<file path="config.mk">
export PLATFORM = sky130hd
export DESIGN_NAME = packet_buffer_stream_reader
export DESIGN_NICKNAME = d
export VERILOG_FILES = /design/src/rtl/packet_buffer_stream_reader_pkg.sv /design/src/rtl/packet_buffer_stream_reader_stream_fifo.sv /design/src/rtl/packet_buffer_stream_reader.sv
export SDC_FILE = /design/constraint.sdc
export NUM_CORES = 1
export LEC_CHECK = 0
export ABC_AREA = 1
export CORE_UTILIZATION = 45
export CTS_BUF_LIST = sky130_fd_sc_hd__clkbuf_4
export DETAILED_ROUTE_END_ITERATION = 12
export DONT_BUFFER_PORTS = 1
export GPL_ROUTABILITY_DRIVEN = 0
export HOLD_SLACK_MARGIN = 0.02
export PLACE_DENSITY_LB_ADDON = 0.1
export SYNTH_ARGS = -nofsm -noshare
export SYNTH_HDL_FRONTEND = slang
export SYNTH_SLANG_ARGS = --single-unit
</file>
<file path="constraint.sdc">
create_clock -name clk -period 4.32 [get_ports clk]
set_input_delay 0.864 -clock clk [delete_from_list [all_inputs] [get_ports clk]]
set_output_delay 0.864 -clock clk [all_outputs]
set_load 0.005 [all_outputs]
</file>
<file path="src/rtl/packet_buffer_stream_reader_pkg.sv">
// Shared packet buffer parameters for buffer clients.
// Sizes and latencies here must match the packet_buffer_ram_driver instance.
package packet_buffer_stream_reader_pkg;

    localparam int BYTE_LEN                   = 8;
    localparam int PACKET_BUFFER_SIZE         = 256;
    localparam int PACKET_BUFFER_READ_LATENCY = 2;
    localparam int PACKET_STREAM_FIFO_DEPTH   = 4;

    function automatic int clog2(input int value);
        return $clog2(value);
    endfunction

endpackage

</file>
<file path="src/rtl/packet_buffer_stream_reader_stream_fifo.sv">
// Parameterised synchronous FIFO with occupancy count.
// Push and pop may occur together, including while full.
module stream_fifo #(
    parameter int WIDTH = 8,
    parameter int DEPTH = 4,
    localparam int CW = $clog2(DEPTH + 1),
    localparam int PW = (DEPTH > 1) ? $clog2(DEPTH) : 1
) (
    input  logic             clk,
    input  logic             reset,
    input  logic             push,
    input  logic [WIDTH-1:0] push_data,
    input  logic             pop,
    output logic [WIDTH-1:0] pop_data,
    output logic [CW-1:0]    count,
    output logic             empty,
    output logic             full
);

    logic [WIDTH-1:0] mem [DEPTH];
    logic [PW-1:0]    wr_ptr;
    logic [PW-1:0]    rd_ptr;
    logic             do_push;
    logic             do_pop;

    function automatic logic [PW-1:0] ptr_inc(input logic [PW-1:0] p);
        return (p == PW'(DEPTH - 1)) ? '0 : p + 1'b1;
    endfunction

    assign empty    = (count == '0);
    assign full     = (count == CW'(DEPTH));
    assign do_pop   = pop && !empty;
    assign do_push  = push && (!full || do_pop);
    assign pop_data = mem[rd_ptr];

    always_ff @(posedge clk) begin
        if (reset) begin
            wr_ptr <= '0;
            rd_ptr <= '0;
            count  <= '0;
        end else begin
            if (do_push) wr_ptr <= ptr_inc(wr_ptr);
            if (do_pop)  rd_ptr <= ptr_inc(rd_ptr);
            unique case ({do_push, do_pop})
                2'b10:   count <= count + 1'b1;
                2'b01:   count <= count - 1'b1;
                default: count <= count;
            endcase
        end
    end

    always_ff @(posedge clk) begin
        if (do_push) mem[wr_ptr] <= push_data;
    end

    // Upstream credit accounting must make this unreachable.
    always_ff @(posedge clk) begin
        if (!reset) assert (!(push && full && !do_pop));
    end

endmodule

</file>
<file path="src/rtl/packet_buffer_stream_reader.sv">
// Reads a byte range from the packet buffer and streams it out.
// Read requests are credit-limited so the skid FIFO never overflows.
module packet_buffer_stream_reader
    import packet_buffer_stream_reader_pkg::*;
#(
    parameter int RAM_SIZE     = PACKET_BUFFER_SIZE,
    parameter int READ_LATENCY = PACKET_BUFFER_READ_LATENCY,
    parameter int FIFO_DEPTH   = PACKET_STREAM_FIFO_DEPTH,
    localparam int AW = $clog2(RAM_SIZE),
    localparam int LW = AW + 1
) (
    input  logic                clk,
    input  logic                reset,
    input  logic                start,
    input  logic [AW-1:0]       start_addr,
    input  logic [LW-1:0]       len,
    output logic                busy,
    output logic                done,
    output logic                read_req,
    output logic [AW-1:0]       read_addr,
    input  logic                read_ready,
    input  logic [BYTE_LEN-1:0] read_out,
    output logic                out_valid,
    output logic [BYTE_LEN-1:0] out_data,
    output logic                out_last,
    input  logic                out_ready
);

    localparam int CW = $clog2(FIFO_DEPTH + 1);

    if (FIFO_DEPTH < 1) begin : g_bad_depth
        $error("FIFO_DEPTH must be at least 1");
    end
    if (READ_LATENCY < 1) begin : g_bad_latency
        $error("READ_LATENCY must be at least 1");
    end

    typedef enum logic [1:0] {IDLE, ISSUE, DRAIN} state_t;

    state_t        state;
    logic [AW-1:0] issue_addr;
    logic [LW-1:0] issue_rem;
    logic [LW-1:0] deliver_rem;
    logic [CW-1:0] inflight;
    logic [CW-1:0] fifo_count;
    logic [CW-1:0] inflight_base;
    logic [CW-1:0] count_next;
    logic [CW:0]   occupancy;
    logic          fifo_empty;
    logic          fifo_full;
    logic          ret;
    logic          pop;
    logic          start_issue;
    logic          can_issue;
    logic          issue_now;

    function automatic logic [AW-1:0] addr_inc(input logic [AW-1:0] a);
        return (a == AW'(RAM_SIZE - 1)) ? '0 : a + 1'b1;
    endfunction

    assign ret       = read_ready && (inflight != '0);
    assign out_valid = !fifo_empty;
    assign pop       = out_valid && out_ready;
    assign out_last  = out_valid && (deliver_rem == LW'(1));

    // Credit is judged on next-cycle occupancy so DEPTH=LATENCY+2 runs at full rate.
    assign inflight_base = inflight - CW'(ret);
    assign count_next    = fifo_count + CW'(ret) - CW'(pop);
    assign occupancy     = {1'b0, inflight_base} + {1'b0, count_next};

    assign start_issue = (state == IDLE) && start && (len != '0);
    assign can_issue   = (state == ISSUE) && (issue_rem != '0)
                       && (occupancy < (CW + 1)'(FIFO_DEPTH));
    assign issue_now   = start_issue || can_issue;

    stream_fifo #(
        .WIDTH (BYTE_LEN),
        .DEPTH (FIFO_DEPTH)
    ) u_fifo (
        .clk       (clk),
        .reset     (reset),
        .push      (ret),
        .push_data (read_out),
        .pop       (pop),
        .pop_data  (out_data),
        .count     (fifo_count),
        .empty     (fifo_empty),
        .full      (fifo_full)
    );

    always_ff @(posedge clk) begin
        if (reset) begin
            state       <= IDLE;
            busy        <= 1'b0;
            done        <= 1'b0;
            read_req    <= 1'b0;
            read_addr   <= '0;
            issue_addr  <= '0;
            issue_rem   <= '0;
            deliver_rem <= '0;
            inflight    <= '0;
        end else begin
            done     <= 1'b0;
            inflight <= inflight_base + CW'(issue_now);
            if (pop) deliver_rem <= deliver_rem - 1'b1;
            unique case (state)
                IDLE: begin
                    read_req <= 1'b0;
                    if (start && len == '0) begin
                        done <= 1'b1;
                    end else if (start_issue) begin
                        busy        <= 1'b1;
                        read_req    <= 1'b1;
                        read_addr   <= start_addr;
                        issue_addr  <= addr_inc(start_addr);
                        issue_rem   <= len - 1'b1;
                        deliver_rem <= len;
                        state       <= (len == LW'(1)) ? DRAIN : ISSUE;
                    end
                end
                ISSUE: begin
                    read_req <= can_issue;
                    if (can_issue) begin
                        read_addr  <= issue_addr;
                        issue_addr <= addr_inc(issue_addr);
                        issue_rem  <= issue_rem - 1'b1;
                        if (issue_rem == LW'(1)) state <= DRAIN;
                    end
                end
                DRAIN: begin
                    read_req <= 1'b0;
                    if (pop && deliver_rem == LW'(1)) begin
                        done  <= 1'b1;
                        busy  <= 1'b0;
                        state <= IDLE;
                    end
                end
                default: state <= IDLE;
            endcase
        end
    end

endmodule

</file>
## Word level (Yosys, flattened, before mapping)

Memories as Yosys holds them, arrays and structs flattened. A register that Yosys moved wholly into a read port is not among the register bits.
Index checks and enable logic that the tools add are counted.

| word-level totals | value |
|---|---|
| register bits | 49 |
| bits in writable memories | 32 |
| bits of input ports | 30 |
| output and inout bits | 21 |
| logic and storage cells | 115 |
| memories kept | 1 |

| operators by class | value |
|---|---|
| add/subtract/negate cells | 14 |
| $lt $le $gt $ge | 1 |
| eq/ne operators | 17 |
| mux-type cells | 42 |
| reduce and logical (&&, ||, !) cells | 28 |

Memory list:

| name | words | width | rd ports | clocked after Yosys merged registers in | write ports | RTL line | source |
|---|---|---|---|---|---|---|---|
| u_fifo.mem | 4 | 8 | 1 | 1 | 1 | packet_buffer_stream_reader_stream_fifo.sv:20 | `logic [WIDTH-1:0] mem [DEPTH];` |

Operators with widths:

| kind | number |
|---|---|
| 8-bit two-way mux | 8 |
| 9-bit two-way mux | 7 |
| 8-bit case mux with 2 select lines | 2 |
| 9-bit by 1-bit equality test with 1-bit output, second input constant | 3 |
| 9-bit by 1-bit subtractor with 9-bit output, second input constant | 3 |
| 2-bit two-way mux | 10 |
| 9-bit case mux with 2 select lines | 1 |
| 9-bit nonzero test | 2 |
| 8-bit by 1-bit adder with 8-bit output, second input constant | 2 |
| 8-bit equality test, second input constant | 2 |
| 1-bit logical AND | 11 |
| 9-bit zero test | 1 |
| 1-bit two-way mux | 9 |
| 2-bit equality test, second input constant | 4 |
| 2-bit != test, second input constant | 4 |
| 4-bit AND reduction | 2 |
| 3-bit by 1-bit adder with 3-bit output | 2 |
| 2-bit case mux with 3 select lines | 1 |
| 3-bit case mux with 2 select lines | 1 |
| 2-bit nonzero test | 3 |
| 3-bit nonzero test | 2 |
| 3-bit by 1-bit subtractor with 3-bit output | 2 |
| 5-bit AND reduction | 1 |
| 2-bit by 1-bit adder with 2-bit output, second input constant | 2 |
| other kinds (13) | 17 |

## Depth between registers and ports, before layout

Gate-level depths: netlist of run 1.

| depth | value |
|---|---|
| depth after elaboration | 9 |
| gate-level depth with buffers | 21 |
| mapped depth without buffers | 21 |

## Hierarchy

From an unflattened synthesis of run 1, not the netlist that was laid out.

| second synthesis, totals | value |
|---|---|
| cells, all modules | 624 |
| area, all modules | 4765.8 µm² |

By module, submodules not included:

| module | instances | cells each | area an instance (µm²) |
|---|---|---|---|
| packet_buffer_stream_reader | 1 | 477 | 3062.9 |
| stream_fifo | 1 | 147 | 1702.9 |

## Worst setup path before layout of run 1

OpenSTA, ideal clock, no wires.

| timing path | value |
|---|---|
| kind | in2reg |
| start | in out_ready |
| end | reg issue_rem[6] |
| setup time | 115 ps |
| arrival | 3180 ps |
| data required time | 4205 ps |
| path slack | 1025 ps |
| stages | 18 |
| path buffers | 1 |
| cells stage by stage | nand2_2 > inv_2 > nand2_1 > o21ai_0 > ha_1 > fa_1 > xnor2_1 > xor2_1 > ha_1 > nor2_1 > nand2_1 > nor2_2 > nand2_2 > nand2_2 > nand2_4 > buf_4 > a21oi_1 > nor2_1 |

| between the ends | value |
|---|---|
| word-level cells in the longest chain between the ends | 7 |

Ends and longest elaborated chain:

| what | RTL line | source |
|---|---|---|
| from (decl) | packet_buffer_stream_reader.sv:26 | `input logic out_ready` |
| 1-bit logical AND | packet_buffer_stream_reader.sv:63 | `assign pop = out_valid && out_ready;` |
| 3-bit by 1-bit subtractor with 3-bit output | packet_buffer_stream_reader.sv:68 | `assign count_next = fifo_count + CW'(ret) - CW'(pop);` |
| 3-bit by 3-bit adder with 4-bit output | packet_buffer_stream_reader.sv:69 | `assign occupancy = {1'b0, inflight_base} + {1'b0, count_next};` |
| 4-bit by 3-bit < comparator with 1-bit output | packet_buffer_stream_reader.sv:73 | `&& (occupancy < (CW + 1)'(FIFO_DEPTH));` |
| 1-bit logical AND | packet_buffer_stream_reader.sv:73 |  |
| 2-bit != test (no source line) | -- |  |
| 4-bit AND reduction (no source line) | -- |  |
| to (signal assigned) | packet_buffer_stream_reader.sv:116 | `issue_rem <= len - 1'b1;` |
| to (signal assigned) | packet_buffer_stream_reader.sv:126 | `issue_rem <= issue_rem - 1'b1;` |
| to (decl) | packet_buffer_stream_reader.sv:42 | `logic [LW-1:0] issue_rem;` |

Every way passes these cells.
A chain may end at the register's enable or synchronous reset.

## Final worst setup path of run 1

| timing path | value |
|---|---|
| start | reg u_fifo.count[1] |
| end | reg issue_rem[4] |

| between the ends | value |
|---|---|
| word-level cells in the longest chain between the ends | 9 |

Ends and longest elaborated chain:

| what | RTL line | source |
|---|---|---|
| from (decl) | packet_buffer_stream_reader_stream_fifo.sv:15 | `output logic [CW-1:0] count,` |
| from (signal assigned) | packet_buffer_stream_reader_stream_fifo.sv:45 | `2'b10: count <= count + 1'b1;` |
| from (signal assigned) | packet_buffer_stream_reader_stream_fifo.sv:46 | `2'b01: count <= count - 1'b1;` |
| from (signal assigned) | packet_buffer_stream_reader_stream_fifo.sv:47 | `default: count <= count;` |
| 3-bit zero test | packet_buffer_stream_reader_stream_fifo.sv:30 | `assign empty = (count == '0);` |
| 1-bit zero test | packet_buffer_stream_reader.sv:62 | `assign out_valid = !fifo_empty;` |
| named net out_valid | packet_buffer_stream_reader.sv:23 | `output logic out_valid,` |
| 1-bit logical AND | packet_buffer_stream_reader.sv:63 |  |
| 3-bit by 1-bit subtractor with 3-bit output | packet_buffer_stream_reader.sv:68 |  |
| 3-bit by 3-bit adder with 4-bit output | packet_buffer_stream_reader.sv:69 |  |
| 4-bit by 3-bit < comparator with 1-bit output | packet_buffer_stream_reader.sv:73 |  |
| 1-bit logical AND | packet_buffer_stream_reader.sv:73 |  |
| 2-bit != test (no source line) | -- |  |
| 4-bit AND reduction (no source line) | -- |  |

The timed path passes the listed nets, and every way through them passes these cells.

==> Flow_metrics.wiki, run 1 <==
{| class="wikitable"
! Metric !! Value
|-
| Global-route congestion overflow total || 0
|-
| Internal power consumption || 1.59 mW
|-
| Flops & latches, synth || 83
|-
| CTS H-tree depth || 3
|-
| Critical path startpoint category || flop
|-
| Max frequency || 0.278 GHz
|-
| Worst r2r dst || issue_rem[4]
|-
| Relative contribution of sequential cells to total power || 40.6%
|-
| NumNets Final || 652
|-
| Reported max-cap violation count || 0
|-
| Initial antenna violation count || 0
|-
| Residual DRC count || 0
|-
| Detailed-route vias per instance || 5.12
|-
| Total GRT Usage || 20.2%
|-
| Pwr per Cell Area || 614 mW/mm^2
|-
| Fraction of power spent switching nets || 45.6%
|-
| Std-Cell Core Area || 0.00982 sq mm
|-
| Minimum period implied by the final worst setup slack || 3.60 ns
|-
| Part of the total power dissipated in combinational logic || 44.6%
|-
| Most frequent cells in the layout || sky130_fd_sc_hd__nand2_1, sky130_fd_sc_hd__nor2_1, sky130_fd_sc_hd__inv_1, sky130_fd_sc_hd__o21ai_0, sky130_fd_sc_hd__dfxtp_1
|-
| Status || completed
|-
| Slowest CP cell || sky130_fd_sc_hd__dfxtp_1
|-
| CTS Root Cell || sky130_fd_sc_hd__clkbuf_4
|-
| Routed via count || 3753
|-
| Worst setup path startpoint || u_fifo.count[1]
|-
| Final cell count without fillers || 733
|-
| Arrival time worst endpoint || 3.96 ns
|-
| Post-cts sizing count || 0
|-
| Max transition margin || 27.1%
|-
| Critical path endpoint category || flop
|-
| CTS Sinks || 83
|-
| Most common cell after layout, fill and taps aside || sky130_fd_sc_hd__nand2_1
|-
| Sequence of cells on the critical path || nor2_1 > nand2_1 > nand2_2 > inv_2 > nand2_1 > o21ai_0 > ha_1 > fa_1 > xnor2_1 > xor2_1 > ha_1 > nor2_1 > nand2_1 > nor2_2 > nand2_2 > nand2_2 > nand2_4 > inv_4 > nand2_1 > o21ai_1 > nor2_1
|-
| Final-report hold violation count || 0
|-
| Largest voltage drop on the vdd net || 0.267 mV
|-
| Largest stage delay, worst path || 0.38 ns
|-
| First-pass GRT wire length || 16300 um
|-
| Required time of the critical path || 4.68 ns
|-
| Length of the first detailed-routing pass in iterations || 5
|-
| Worst r2r path cells || 21
|-
| Path type of the worst min-delay path || primary input to flop
|-
| Antenna-violating nets left || 0
|-
| Dpl cells || 717
|-
| Top-Level Pins || 51
|-
| Worst-path maximum fanout || 27
|-
| Half-perimeter wire length of the detailed placement result || 7080 um
|-
| Layout area overhead || 4.58%
|-
| Setup tns final || 0 ns
|-
| Pin count of the biggest net entering global routing || 38
|-
| Final setup slack of the worst path || 0.719 ns
|-
| Width of the chip || 103 um
|-
| Cell leakage power || 2.03 nW
|-
| Clock latency at the later pin of the worst-skew pair || 0.46 ns
|-
| Net Count, Synth || 656
|-
| Die outline height || 103 um
|-
| Yosys warnings || 0
|-
| Power dissipated by switching net loads || 1.34 mW
|-
| Tcrit/Tclk final || 83.4%
|-
| Number of core rows || 36
|-
| Total of endpoints with negative setup slack in the final report || 0
|-
| Fraction of layout instances using a drive strength above 1 || 6.17%
|-
| Mapped Cells || 599
|-
| Post-DR wirelength/cell || 13.6 um
|-
| Setup Crit Path Kind || flop to flop
|-
| Max clock buf depth || 2
|-
| Reg-to-Reg Start || u_fifo.count[1]
|-
| Clk pwr share || 14.8%
|-
| Critical path capture point || issue_rem[4]
|-
| Slew of the pin with the lowest slew margin || 1.09 ns
|-
| Setup Skew || 0.0157 ns
|-
| Die ar. || 0.0105 sq mm
|-
| Pre-CTS setup slack || 0.551 ns
|-
| Mean post-synth cell area || 7.61 sq um
|-
| Vias in the first global route || 3410
|-
| Register area share after synthesis || 43.5%
|-
| First-iteration detailed-routing DRC count || 189
|-
| R2r setup slk || 0.72 ns
|-
| I/O Buffers || 0
|-
| Total Wirelength || 9960 um
|-
| Number of buffers inserted during clock tree synthesis || 9
|-
| CTS tree || built
|-
| Antenna fix cells || 0
|-
| Most frequent cell on the critical path || sky130_fd_sc_hd__nand2_1
|-
| Initial standard-cell utilization of the core || 46.4%
|-
| Setup repair after global routing missed its margin || false
|-
| Reg clk slew, reported paths || 0.15 ns
|-
| Number of unique standard cell types used by synthesis || 34
|-
| Post-CTS Setup Repair Bufs || 0
|-
| Final Slew Violations || 0
|-
| Area of the mapped netlist || 0.00456 sq mm
|-
| Number of hold buffers added after CTS || 0
|}
-- worst max-delay path, delay by kind of cell (launching register included) --
family	cells	cell delay [ns]
compound gates	2	0.18
xor+xnor	2	0.36
fa+ha+maj	3	0.82
simple gates	12	1.37
flops	1	0.38
buf+inv	2	0.40
-- metrics by stage --
step | power (mW) | utilization (%) | instance area, sq um | hold WS [ns]
final | 2.93 | 48.6 | 4770 | 0.450
after global routing | 3.22 | 48.6 | 4770 | 0.419
after CTS | 2.95 | 48.6 | 4770 | 0.427
after detailed placement | 2.52 | 47.3 | 4640 | 0.469
after global placement | 2.49 | 47.3 | 4640 | 0.460
after floorplan | 2.27 | - | 4560 | 0.444
-- layer usage --
layer	vias up	GRT usage [%]	routed length, um
met5	-	0	0
met4	0	6.70	123
met3	12	4.07	421
met2	60	32.3	4520
met1	1711	27.4	4900
li1	1970	-	-
-- power groups by stage --
stage	Sequential, mW	Clock (mW)	Combinational, mW
finish	1.19	0.433	1.31
global route	1.22	0.477	1.52
CTS	1.19	0.445	1.32
detailed placement	1.21	0	1.31
global placement	1.21	0	1.28
floorplan	1.15	0	1.12
-- how the worst min path moves through the flow --
stage,from,endpoint,depth (start not counted)
after floorplan,u_fifo.count[0],u_fifo.count[0],1
after global placement,u_fifo.count[0],u_fifo.count[0],1
after detailed placement,u_fifo.count[0],u_fifo.count[0],1
after CTS,reset,issue_addr[4],1
after global routing,reset,issue_addr[2],1
final,reset,issue_rem[7],1
-- Yosys cell counts (all sizes together) --
cell | n | area [sq um]
dfxtp | 51 | 1020
nand2 | 108 | 420
o211a | 1 | 10.0
nor3b | 1 | 7.51
nor2 | 95 | 367
a211oi | 1 | 7.51
nor3 | 6 | 30.0
ha | 25 | 313
clkbuf | 9 | 33.8
o22ai | 9 | 56.3
or2 | 1 | 6.26
nand3 | 37 | 185
xnor2 | 4 | 35.0
xor2 | 7 | 61.3
a21oi | 28 | 140
a31oi | 2 | 12.5
nand3b | 2 | 15.0
inv | 77 | 292
nand4 | 7 | 43.8
mux2i | 1 | 10.0
edfxtp | 32 | 961
buf | 7 | 57.5
fa | 2 | 40.0
o21bai | 2 | 15.0
o21ai | 84 | 420
-- cell type report --
type                            instances  area, sq um
Clock inverter                          7         58.8
Timing Repair Buffer                    1         7.51
Multi-Input combinational cell        423         2200
Tap cell                              133          166
Fill cell                            1018         5050
Inverter                               77          292
Sequential cell                        83         1980
Clock buffer                            9         67.6
-- logic make-up (layout without fill, tap and decap cells) --
logic type                 Yosys count  after routing  share of synthesized area [%]
adders and majority gates           27             27                           7.74
and+or+nand+nor                    257            257                           23.6
AOI/OAI and AO/OA                  127            127                           14.5
muxes                                1              1                          0.219
DFF                                 83             83                           43.5
buffers and inverters               93             94                           8.39
xor gates and xnor gates            11             11                           2.11
-- flip-flops by register name (all words and copies together) (netlist names), named ones only --
signal	count
state	2
deliver_rem	9
u_fifo.rd_ptr	2
inflight	3
busy	1
u_fifo.wr_ptr	2
u_fifo.mem	32
issue_rem	9
issue_addr	8
read_req	1
u_fifo.count	3
done	1
read_addr	8
(Power assumes the default switching activity.)
==> run 2, diff against run 1 <==
==> constraint.sdc (replaced) <==
create_clock -name clk -period 2.95 [get_ports clk]
set_input_delay 0.59 -clock clk [delete_from_list [all_inputs] [get_ports clk]]
set_output_delay 0.59 -clock clk [all_outputs]
set_load 0.005 [all_outputs]
==> Flow_metrics.wiki, run 2 (synthesis results as in run 1) <==
{| class="wikitable"
! Metric !! Value
|-
| CTS Sinks || 83 (unchanged)
|-
| Largest voltage drop on the vdd net || 0.332 mV (+24%)
|-
| Most common cell after layout, fill and taps aside || sky130_fd_sc_hd__nand2_1
|-
| Clock latency at the later pin of the worst-skew pair || 0.44 ns (-0.02 ns)
|-
| Number of hold buffers added after CTS || 0 (unchanged)
|-
| CTS tree || built
|-
| Flip-flop count of the largest register, all copies and words added || 32 (unchanged)
|-
| Vias in the first global route || 3501 (+2.7%)
|-
| CP top delay family || simple AND/OR/NAND/NOR gates
|-
| Residual DRC count || 0 (unchanged)
|-
| CTS H-tree depth || 3 (unchanged)
|-
| Slowest CP cell || sky130_fd_sc_hd__fa_2
|-
| WP depth || 20 (-4.8%)
|-
| Reported max-cap violation count || 0 (unchanged)
|-
| Final-report hold violation count || 0 (unchanged)
|-
| Max clock buf depth || 2 (unchanged)
|-
| Required time of the critical path || 3.28 ns (-1.40 ns)
|-
| Setup Crit Path Kind || flop to flop
|-
| Most frequent cells in the layout || sky130_fd_sc_hd__nand2_1, sky130_fd_sc_hd__nor2_1, sky130_fd_sc_hd__inv_1, sky130_fd_sc_hd__o21ai_0, sky130_fd_sc_hd__dfxtp_1
|-
| CTS Root Cell || sky130_fd_sc_hd__clkbuf_4
|-
| Buf/Inv on CP || 2 (unchanged)
|-
| First-pass GRT wire length || 16700 um (+2.6%)
|-
| Setup repair after global routing missed its margin || true
|-
| Final Slew Violations || 0 (unchanged)
|-
| Met2 Use GR || 33.3% (+0.97 points)
|-
| Width of the chip || 103 um (unchanged)
|-
| Layout area overhead || 11.5%
|-
| I/O Buffers || 0 (unchanged)
|-
| Arrival time worst endpoint || 3.26 ns (-0.70 ns)
|-
| Detailed-route vias per instance || 5.09 (-0.53%)
|-
| Setup tns final || 0 ns (unchanged)
|-
| Fraction of layout instances using a drive strength above 1 || 13.4% (+7.2 points)
|-
| Status || completed
|-
| Pin count of the biggest net entering global routing || 32 (-16%)
|-
| Registers with the most flip-flops || u_fifo.mem: 32 flops, deliver_rem: 9 flops, issue_rem: 9 flops
|-
| Setup Skew || 0.0179 ns (+0.00226 ns)
|-
| Total cell area at the placement stage || 0.00479 sq mm (+3.1%)
|-
| Length of the first detailed-routing pass in iterations || 5 (unchanged)
|-
| Cell area after layout || 0.00508 sq mm (+6.6%)
|-
| Top-Level Pins || 51 (unchanged)
|-
| Largest Register || u_fifo.mem
|-
| Total of endpoints with negative setup slack in the final report || 0 (unchanged)
|-
| Reg clk slew, reported paths || 0.14 ns (about the same)
|-
| Dpl cells || 734 (+2.4%)
|-
| Hold path cells || 1 (unchanged)
|-
| Std-Cell Core Area || 0.00982 sq mm (unchanged)
|-
| Sequence of cells on the critical path || nor2_4 > nand2_2 > nand2_4 > inv_4 > nand2_2 > o21ai_2 > ha_2 > fa_2 > xnor2_2 > xor2_1 > ha_1 > nor2_1 > nand2_1 > nor2_2 > nand2_2 > nand2_4 > nand2_4 > buf_6 > o21ai_1 > a21oi_1
|-
| Tcrit/Tclk final || 99.3% (+16 points)
|-
| Number of buffers inserted during clock tree synthesis || 9 (unchanged)
|-
| Worst-path maximum fanout || 10 (-63%)
|-
| Max frequency || 0.341 GHz (+23%)
|-
| Met3 routing resource usage after global routing || 3.05% (-1.0 points)
|-
| Number of core rows || 36 (unchanged)
|-
| Final cell count without fillers || 753 (+2.7%)
|-
| Post-DR wirelength/cell || 13.7 um (+0.64%)
|-
| Grt peak-use layer || met2
|-
| Max transition margin || 50.9% (+24 points)
|-
| Pwr per Cell Area || 939 mW/mm^2 (+53%)
|-
| Total design power || 4.77 mW (+63%)
|-
| Met1 global-route usage || 28.2% (+0.75 points)
|-
| Die ar. || 0.0105 sq mm (unchanged)
|-
| Antenna-violating nets left || 0 (unchanged)
|-
| Initial standard-cell utilization of the core || 46.4% (unchanged)
|-
| Initial antenna violation count || 0 (unchanged)
|-
| Cell leakage power || 2.17 nW (+6.5%)
|-
| Path type of the worst min-delay path || primary input to flop
|-
| Slew of the pin with the lowest slew margin || 0.736 ns (-0.356 ns)
|-
| Critical path startpoint category || flop
|-
| Total Wirelength || 10300 um (+3.4%)
|-
| NumNets Final || 672 (+3.1%)
|-
| Critical path endpoint category || flop
|-
| Worst r2r path cells || 20 (-4.8%)
|-
| First-iteration detailed-routing DRC count || 145 (-23%)
|-
| Largest stage delay, worst path || 0.37 ns (about the same)
|-
| Total GRT Usage || 20.6% (+0.40 points)
|-
| R2r setup slk || 0.02 ns (-0.70 ns)
|-
| Half-perimeter wire length of the detailed placement result || 7520 um (+6.3%)
|-
| Routed via count || 3835 (+2.2%)
|-
| Core Util, Final || 51.8% (+3.2 points)
|-
| Antenna fix cells || 0 (unchanged)
|-
| Die outline height || 103 um (unchanged)
|-
| Global-route congestion overflow total || 0 (unchanged)
|-
| Minimum period implied by the final worst setup slack || 2.93 ns (-0.672 ns)
|}
-- run 2: path summary, 6_finish.rpt --
check,start,endpoint
max,u_fifo.count[1],issue_rem[1]
min,reset,issue_addr[4]
max reg2reg,u_fifo.count[1],issue_rem[1]
min reg2reg,issue_rem[7],issue_rem[7]
-- run 2: worst register-to-register path, delay by kind of cell, from the launching register on --
kind | cells | cell delay (ns)
xor gates and xnor gates | 2 | 0.30
AOI/OAI and AO/OA | 3 | 0.24
buffers and inverters | 2 | 0.19
and+or+nand+nor | 10 | 0.90
adders and majority gates | 3 | 0.85
DFF | 1 | 0.36
-- run 2: per-stage QoR --
step                      setup slack [ns]  hold WS (ns)
after floorplan                     0.0251         0.453
after global placement             -0.0259         0.465
after detailed placement           -0.0766         0.462
after CTS                           0.0248         0.184
after global routing                -0.192         0.173
final                               0.0204         0.205
-- run 2: report_power, final --
group / internal [mW] / switching (mW) / total (mW) / leakage [nW]
Sequential: 1.50 / 0.219 / 1.71 / 0.712
Clock: 0.273 / 0.442 / 0.715 / 0.0790
Combinational: 0.911 / 1.43 / 2.34 / 1.37
Total: 2.68 / 2.09 / 4.77 / 2.17
-- run 2: layout make-up --
class	count	area, sq um
sequential	83	1980
timing repair buffer	21	174
tap	133	166
clock buffer	9	67.6
inverter	77	304
fill	977	4740
multi-input combinational	423	2300
clock inverter	7	83.8
-- run 2: routing by layer --
layer,routed length (um),share of wire [%],vias up
met5,0,0,-
met4,128,1.2,0
met3,530,5.1,10
met2,4860,47,85
met1,4790,46,1723
li1,-,-,2017
-- run 2: repair_timing --
item | CTS | global route
endpoints found under the setup margin | 29 | 31
buffers inserted | 4 | 1
gates resized for setup | 6 | 28
pin swaps | 3 | 17
==> patch 1 (config.mk and constraints of run 1) <==
The package constant `PACKET_BUFFER_SIZE` goes from 256 to 1024.
--- a/src/rtl/packet_buffer_stream_reader_pkg.sv
+++ b/src/rtl/packet_buffer_stream_reader_pkg.sv
@@ -4,5 +4,5 @@
 
     localparam int BYTE_LEN                   = 8;
-    localparam int PACKET_BUFFER_SIZE         = 256;
+    localparam int PACKET_BUFFER_SIZE         = 1024;
     localparam int PACKET_BUFFER_READ_LATENCY = 2;
     localparam int PACKET_STREAM_FIFO_DEPTH   = 4;
Ports: changed (resized len, read_addr and start_addr); port bits go from 51 to 57. No check against the original RTL was run, so the function may have changed too.
==> patch 1 against run 1 <==
- wire length increased by 19%
- power increased by 20%
- sequential cell count increased by 8
- count of clock-buffer cells in the layout unchanged
- area after synthesis increased by 14%
- sequential power increased by 12%
- worst setup slack got worse by 0.013 ns
- final area increased by 14%
- clock skew increased by 0.0075 ns
- largest power group unchanged
- highest routed layer unchanged
==> patch 1: results <==
<?xml version="1.0" encoding="UTF-8"?>
<metrics>
  <group name="route">
    <metric name="via_count" unit="">4411</metric>
    <metric name="routedLengthMet1" unit="mm">5.70</metric>
    <metric name="dr.first_iter.drc_count" unit="">253</metric>
    <metric name="wire_per_inst" unit="um">14.1</metric>
    <metric name="met2WireLength" unit="mm">5.49</metric>
  </group>
  <group name="worst_setup_path">
    <metric name="critPathMaxFanout" unit="">34</metric>
    <metric name="slowest_stage" unit="">sky130_fd_sc_hd__inv_2</metric>
    <metric name="worst-endpoint-arrival" unit="ns">4.03</metric>
    <metric name="critical_path.reg2reg.endpoint" unit="">issue_addr[1]$_SDFFE_PP0P_</metric>
    <metric name="critical_path.max_stage_delay" unit="ns">0.51</metric>
  </group>
  <group name="logic_synthesis">
    <metric name="synth-adder-area-share" unit="">0.0677</metric>
    <metric name="synth_seq_area_share" unit="">0.411</metric>
    <metric name="synth-compound-area-share" unit="">0.141</metric>
    <metric name="synth.mux.area_fraction" unit="">0.00192</metric>
    <metric name="post_synth_xor_area_fraction" unit="">0.0286</metric>
    <metric name="synth_nets" unit="">766</metric>
    <metric name="post_synth_most_frequent_cells" unit="">127 x sky130_fd_sc_hd__nand2_1, 112 x sky130_fd_sc_hd__nor2_1, 85 x sky130_fd_sc_hd__inv_1</metric>
  </group>
  <group name="placement">
    <metric name="place_worst_setup_slack" unit="ns">0.362</metric>
  </group>
  <group name="global_routing">
    <metric name="first_global_vias" unit="">4036</metric>
    <metric name="grt_max_degree" unit="">47</metric>
    <metric name="track_usage" unit="">0.213</metric>
    <metric name="met2_usage" unit="">0.340</metric>
    <metric name="globalRouteMet1Util" unit="">0.287</metric>
    <metric name="global_routing_usage_on_met3" unit="">0.0391</metric>
  </group>
  <group name="power_and_ir_drop">
    <metric name="cellLeakagePower" unit="uW">0.00236</metric>
    <metric name="sw_frac_of_total" unit="">0.465</metric>
    <metric name="max-vdd-ir-drop" unit="mV">0.268</metric>
  </group>
  <group name="finish">
    <metric name="fillers" unit="">1111</metric>
    <metric name="largest_registers" unit="">u_fifo.mem x32, deliver_rem x11, issue_rem x11</metric>
    <metric name="drive_gt1_frac" unit="">0.0541</metric>
  </group>
  <group name="sta">
    <metric name="finalHoldWorstSlack" unit="ns">0.428</metric>
    <metric name="fin_skew" unit="ns">0.0231</metric>
    <metric name="worst-slew-pin-transition" unit="ns">0.815</metric>
  </group>
  <group name="cts">
    <metric name="clk_latency" unit="ns">0.49</metric>
  </group>
  <group name="run_status">
    <metric name="outcome" unit="">completed</metric>
  </group>
</metrics>
[patch 1: through the flow]
stage | utilization | std cells | instance area (um2)
global placement | 0.479 | 827 | 5300
CTS | 0.493 | 843 | 5460
global route | 0.493 | 843 | 5460
detailed placement | 0.479 | 827 | 5300
floorplan | - | 705 | 5210
finish | 0.493 | 843 | 5460
[patch 1: area by class of cell]
class                           instances  area, um2  share of cell area
Timing Repair Buffer                    3       22.5             0.00413
Tap cell                              140        175              0.0321
Inverter                               88        330              0.0605
Sequential cell                        91       2140               0.392
Clock inverter                          7       86.3              0.0158
Clock buffer                            9       67.6              0.0124
Multi-Input combinational cell        505       2630               0.483
[patch 1: cells by family (layout without fill, tap and decap cells)]
| logic type | Yosys count | count (layout) |
|---|---|---|
| simple gates | 324 | 324 |
| compound gates | 136 | 136 |
| buf+inv | 109 | 107 |
| flops | 91 | 91 |
| fa+ha+maj | 27 | 27 |
| xor+xnor | 17 | 17 |
| mux | 1 | 1 |
[patch 1: worst max-delay path by stage]
| stage | depth (start not counted) | endpoint | slack, ns |
|---|---|---|---|
| after CTS | 18 | issue_addr[1]$_SDFFE_PP0P_ | 0.68 |
| after detailed placement | 19 | issue_addr[2]$_SDFFE_PP0P_ | 0.36 |
| after global placement | 19 | issue_addr[2]$_SDFFE_PP0P_ | 0.43 |
| after floorplan | 21 | read_addr[5]$_SDFFE_PP0P_ | 0.92 |
| final | 18 | issue_addr[1]$_SDFFE_PP0P_ | 0.71 |
| after global routing | 18 | issue_rem[10]$_SDFFE_PP0P_ | 0.29 |
[patch 1: power groups by stage]
stage	Sequential [uW]	Combinational [uW]	Clock, uW
global route	1360	1970	562
finish	1330	1680	510
global placement	1350	1660	0
floorplan	1280	1420	0
CTS	1330	1700	530
detailed placement	1350	1690	0
==> patch 2 (flow settings as in run 1) <==
Made on the original files. The 3 states of `state_t` get a one-hot encoding in 3 bits.
--- a/src/rtl/packet_buffer_stream_reader.sv
+++ b/src/rtl/packet_buffer_stream_reader.sv
@@ -36,5 +36,5 @@
     end
 
-    typedef enum logic [1:0] {IDLE, ISSUE, DRAIN} state_t;
+    typedef enum logic [2:0] {IDLE = 3'b001, ISSUE = 3'b010, DRAIN = 3'b100} state_t;
 
     state_t        state;
Check against the original RTL: no difference found for any inputs over 4 cycles, from zero or initial values and one cycle with reset high; so few cycles prove little.
==> patch 2 against run 1 <==
- critical path depth is 1 lower
- final cell count fell by 1.9%
- critical endpoint is now issue_addr[0]$_SDFFE_PP0P_
- sequential cell count increased by 1
- largest power group unchanged
- area after synthesis rose by 1.5%
- power up 2.4%
- wire length up 1.5%
- synthesized cell count fell by 2.2%
- non-clock buffer count stayed put
- combinational power rose by 4%
- worst setup slack got worse by 0.048 ns
- final area is 0.84% higher
==> patch 2: results <==
<?xml version="1.0" encoding="UTF-8"?>
<metrics>
  <group name="logic_synthesis">
    <metric name="ys_top_cells_by_area" unit="">sky130_fd_sc_hd__dfxtp_1 22%, sky130_fd_sc_hd__edfxtp_1 21%, sky130_fd_sc_hd__o21ai_0 7.3%, sky130_fd_sc_hd__nand2_1 7.2%, sky130_fd_sc_hd__nor2_1 6.9%</metric>
    <metric name="synth_nets" unit="">639</metric>
    <metric name="synth_seq_area_share" unit="">0.432</metric>
    <metric name="post_synth_most_frequent_cells" unit="">89 x sky130_fd_sc_hd__nand2_1, 85 x sky130_fd_sc_hd__nor2_1, 71 x sky130_fd_sc_hd__inv_1</metric>
    <metric name="synth_ff_type" unit="">sky130_fd_sc_hd__dfxtp_1</metric>
    <metric name="synth_cell_types" unit="">46</metric>
  </group>
  <group name="power_and_ir_drop">
    <metric name="max-vdd-ir-drop" unit="mV">0.293</metric>
    <metric name="cellLeakagePower" unit="uW">0.00202</metric>
  </group>
  <group name="placement">
    <metric name="dpl.hpwl" unit="mm">7.37</metric>
  </group>
  <group name="cts">
    <metric name="clk_latency" unit="ns">0.44</metric>
    <metric name="postCtsSetupBuffers" unit="">0</metric>
    <metric name="clock_path_buffers" unit="">2</metric>
    <metric name="h-tree-depth" unit="">3</metric>
    <metric name="cts_resized" unit="">0</metric>
    <metric name="cts-buffers-inserted" unit="">9</metric>
  </group>
  <group name="global_routing">
    <metric name="first_global_vias" unit="">3512</metric>
    <metric name="track_usage" unit="">0.200</metric>
    <metric name="wire_length_of_the_first_global_routing_pass" unit="mm">16.5</metric>
    <metric name="antenna_violations_before_repair" unit="">0</metric>
  </group>
  <group name="route">
    <metric name="drtPass1Iterations" unit="">4</metric>
    <metric name="avgViaCountPerCell" unit="">5.17</metric>
    <metric name="wire_per_inst" unit="um">14.1</metric>
    <metric name="dr.first_iter.drc_count" unit="">136</metric>
  </group>
  <group name="finish">
    <metric name="drive_gt1_frac" unit="">0.0819</metric>
    <metric name="num-nets-final" unit="">634</metric>
  </group>
  <group name="worst_setup_path">
    <metric name="worst-endpoint-arrival" unit="ns">3.97</metric>
    <metric name="slowest_stage" unit="">sky130_fd_sc_hd__fa_1</metric>
    <metric name="critPathMaxFanout" unit="">20</metric>
  </group>
  <group name="run_status">
    <metric name="outcome" unit="">completed</metric>
  </group>
  <group name="sta">
    <metric name="worst-slew-pin-transition" unit="ns">1.13</metric>
    <metric name="fin_skew" unit="ns">0.0211</metric>
  </group>
  <group name="hold_path">
    <metric name="min_from" unit="">reset</metric>
  </group>
</metrics>
-- patch 2: changes by cell type after synthesis, moves of 3 or more --
cell and delta:
sky130_fd_sc_hd__o21ai_1 -22, sky130_fd_sc_hd__o21ai_0 +17, sky130_fd_sc_hd__nand2_1 -15, sky130_fd_sc_hd__inv_2 -8
sky130_fd_sc_hd__nor2_1 -6, sky130_fd_sc_hd__inv_1 +5, sky130_fd_sc_hd__a21oi_2 +4, sky130_fd_sc_hd__ha_1 -4
sky130_fd_sc_hd__nand3_2 +4, sky130_fd_sc_hd__nand4_1 -4, sky130_fd_sc_hd__a31oi_1 +3
-- patch 2: final timing paths --
path	end	slack (ns)	cells past startpoint
worst max-delay path	issue_addr[0]$_SDFFE_PP0P_	0.67	20
worst min-delay path	read_addr[0]$_SDFFE_PP0P_	0.46	1
worst max register to register	issue_addr[0]$_SDFFE_PP0P_	0.67	20
worst min register to register	issue_rem[4]$_SDFFE_PP0P_	0.49	2
-- patch 2: cell families after synthesis --
kind of cell / synth area share
and+or+nand+nor: 0.226
AOI/OAI and AO/OA: 0.170
buffers and inverters: 0.0870
DFF: 0.432
adders and majority gates: 0.0654
xor gates and xnor gates: 0.0170
muxes: 0.00216
-- patch 2: area by class of cell --
class	instances	area, um2
Inverter	75	284
Clock inverter	7	56.3
Tap cell	133	166
Multi-Input combinational cell	410	2230
Sequential cell	84	2000
Fill cell	953	5050
Clock buffer	9	67.6
Timing Repair Buffer	1	7.51
-- patch 2: worst max-delay path: cells and delay by family, from the launching register on --
kind,cells,cell delay [ns]
flip-flops,1,0.36
AO/OA/AOI/OAI,3,0.39
adder cells (fa/ha/maj),3,0.84
XOR/XNOR,1,0.16
AND/OR/NAND/NOR,9,1.10
buffers and inverters,4,0.67
-- patch 2: power by group --
group / leakage, uW / switching [uW] / internal (uW) / total [uW]
combinational: 0.00123 / 888 / 468 / 1360
sequential: 0.000719 / 172 / 1050 / 1220
clock: 0.0000673 / 295 / 126 / 420
total: 0.00202 / 1360 / 1640 / 3000
-- patch 2: through the flow --
stage	setup WS, ns	cell area (um2)	instances
final	0.670	4810	719
after global routing	0.261	4810	719
after CTS	0.679	4810	719
after detailed placement	0.591	4690	703
after global placement	0.700	4690	703
after floorplan	0.796	4630	586
-- patch 2: layer usage --
| layer | up-vias | part of all wire | global-route usage |
|---|---|---|---|
| met5 | - | 0 | 0 |
| met4 | 0 | 0.018 | 0.0704 |
| met3 | 16 | 0.055 | 0.0470 |
| met2 | 87 | 0.48 | 0.348 |
| met1 | 1676 | 0.45 | 0.241 |
| li1 | 1939 | - | - |
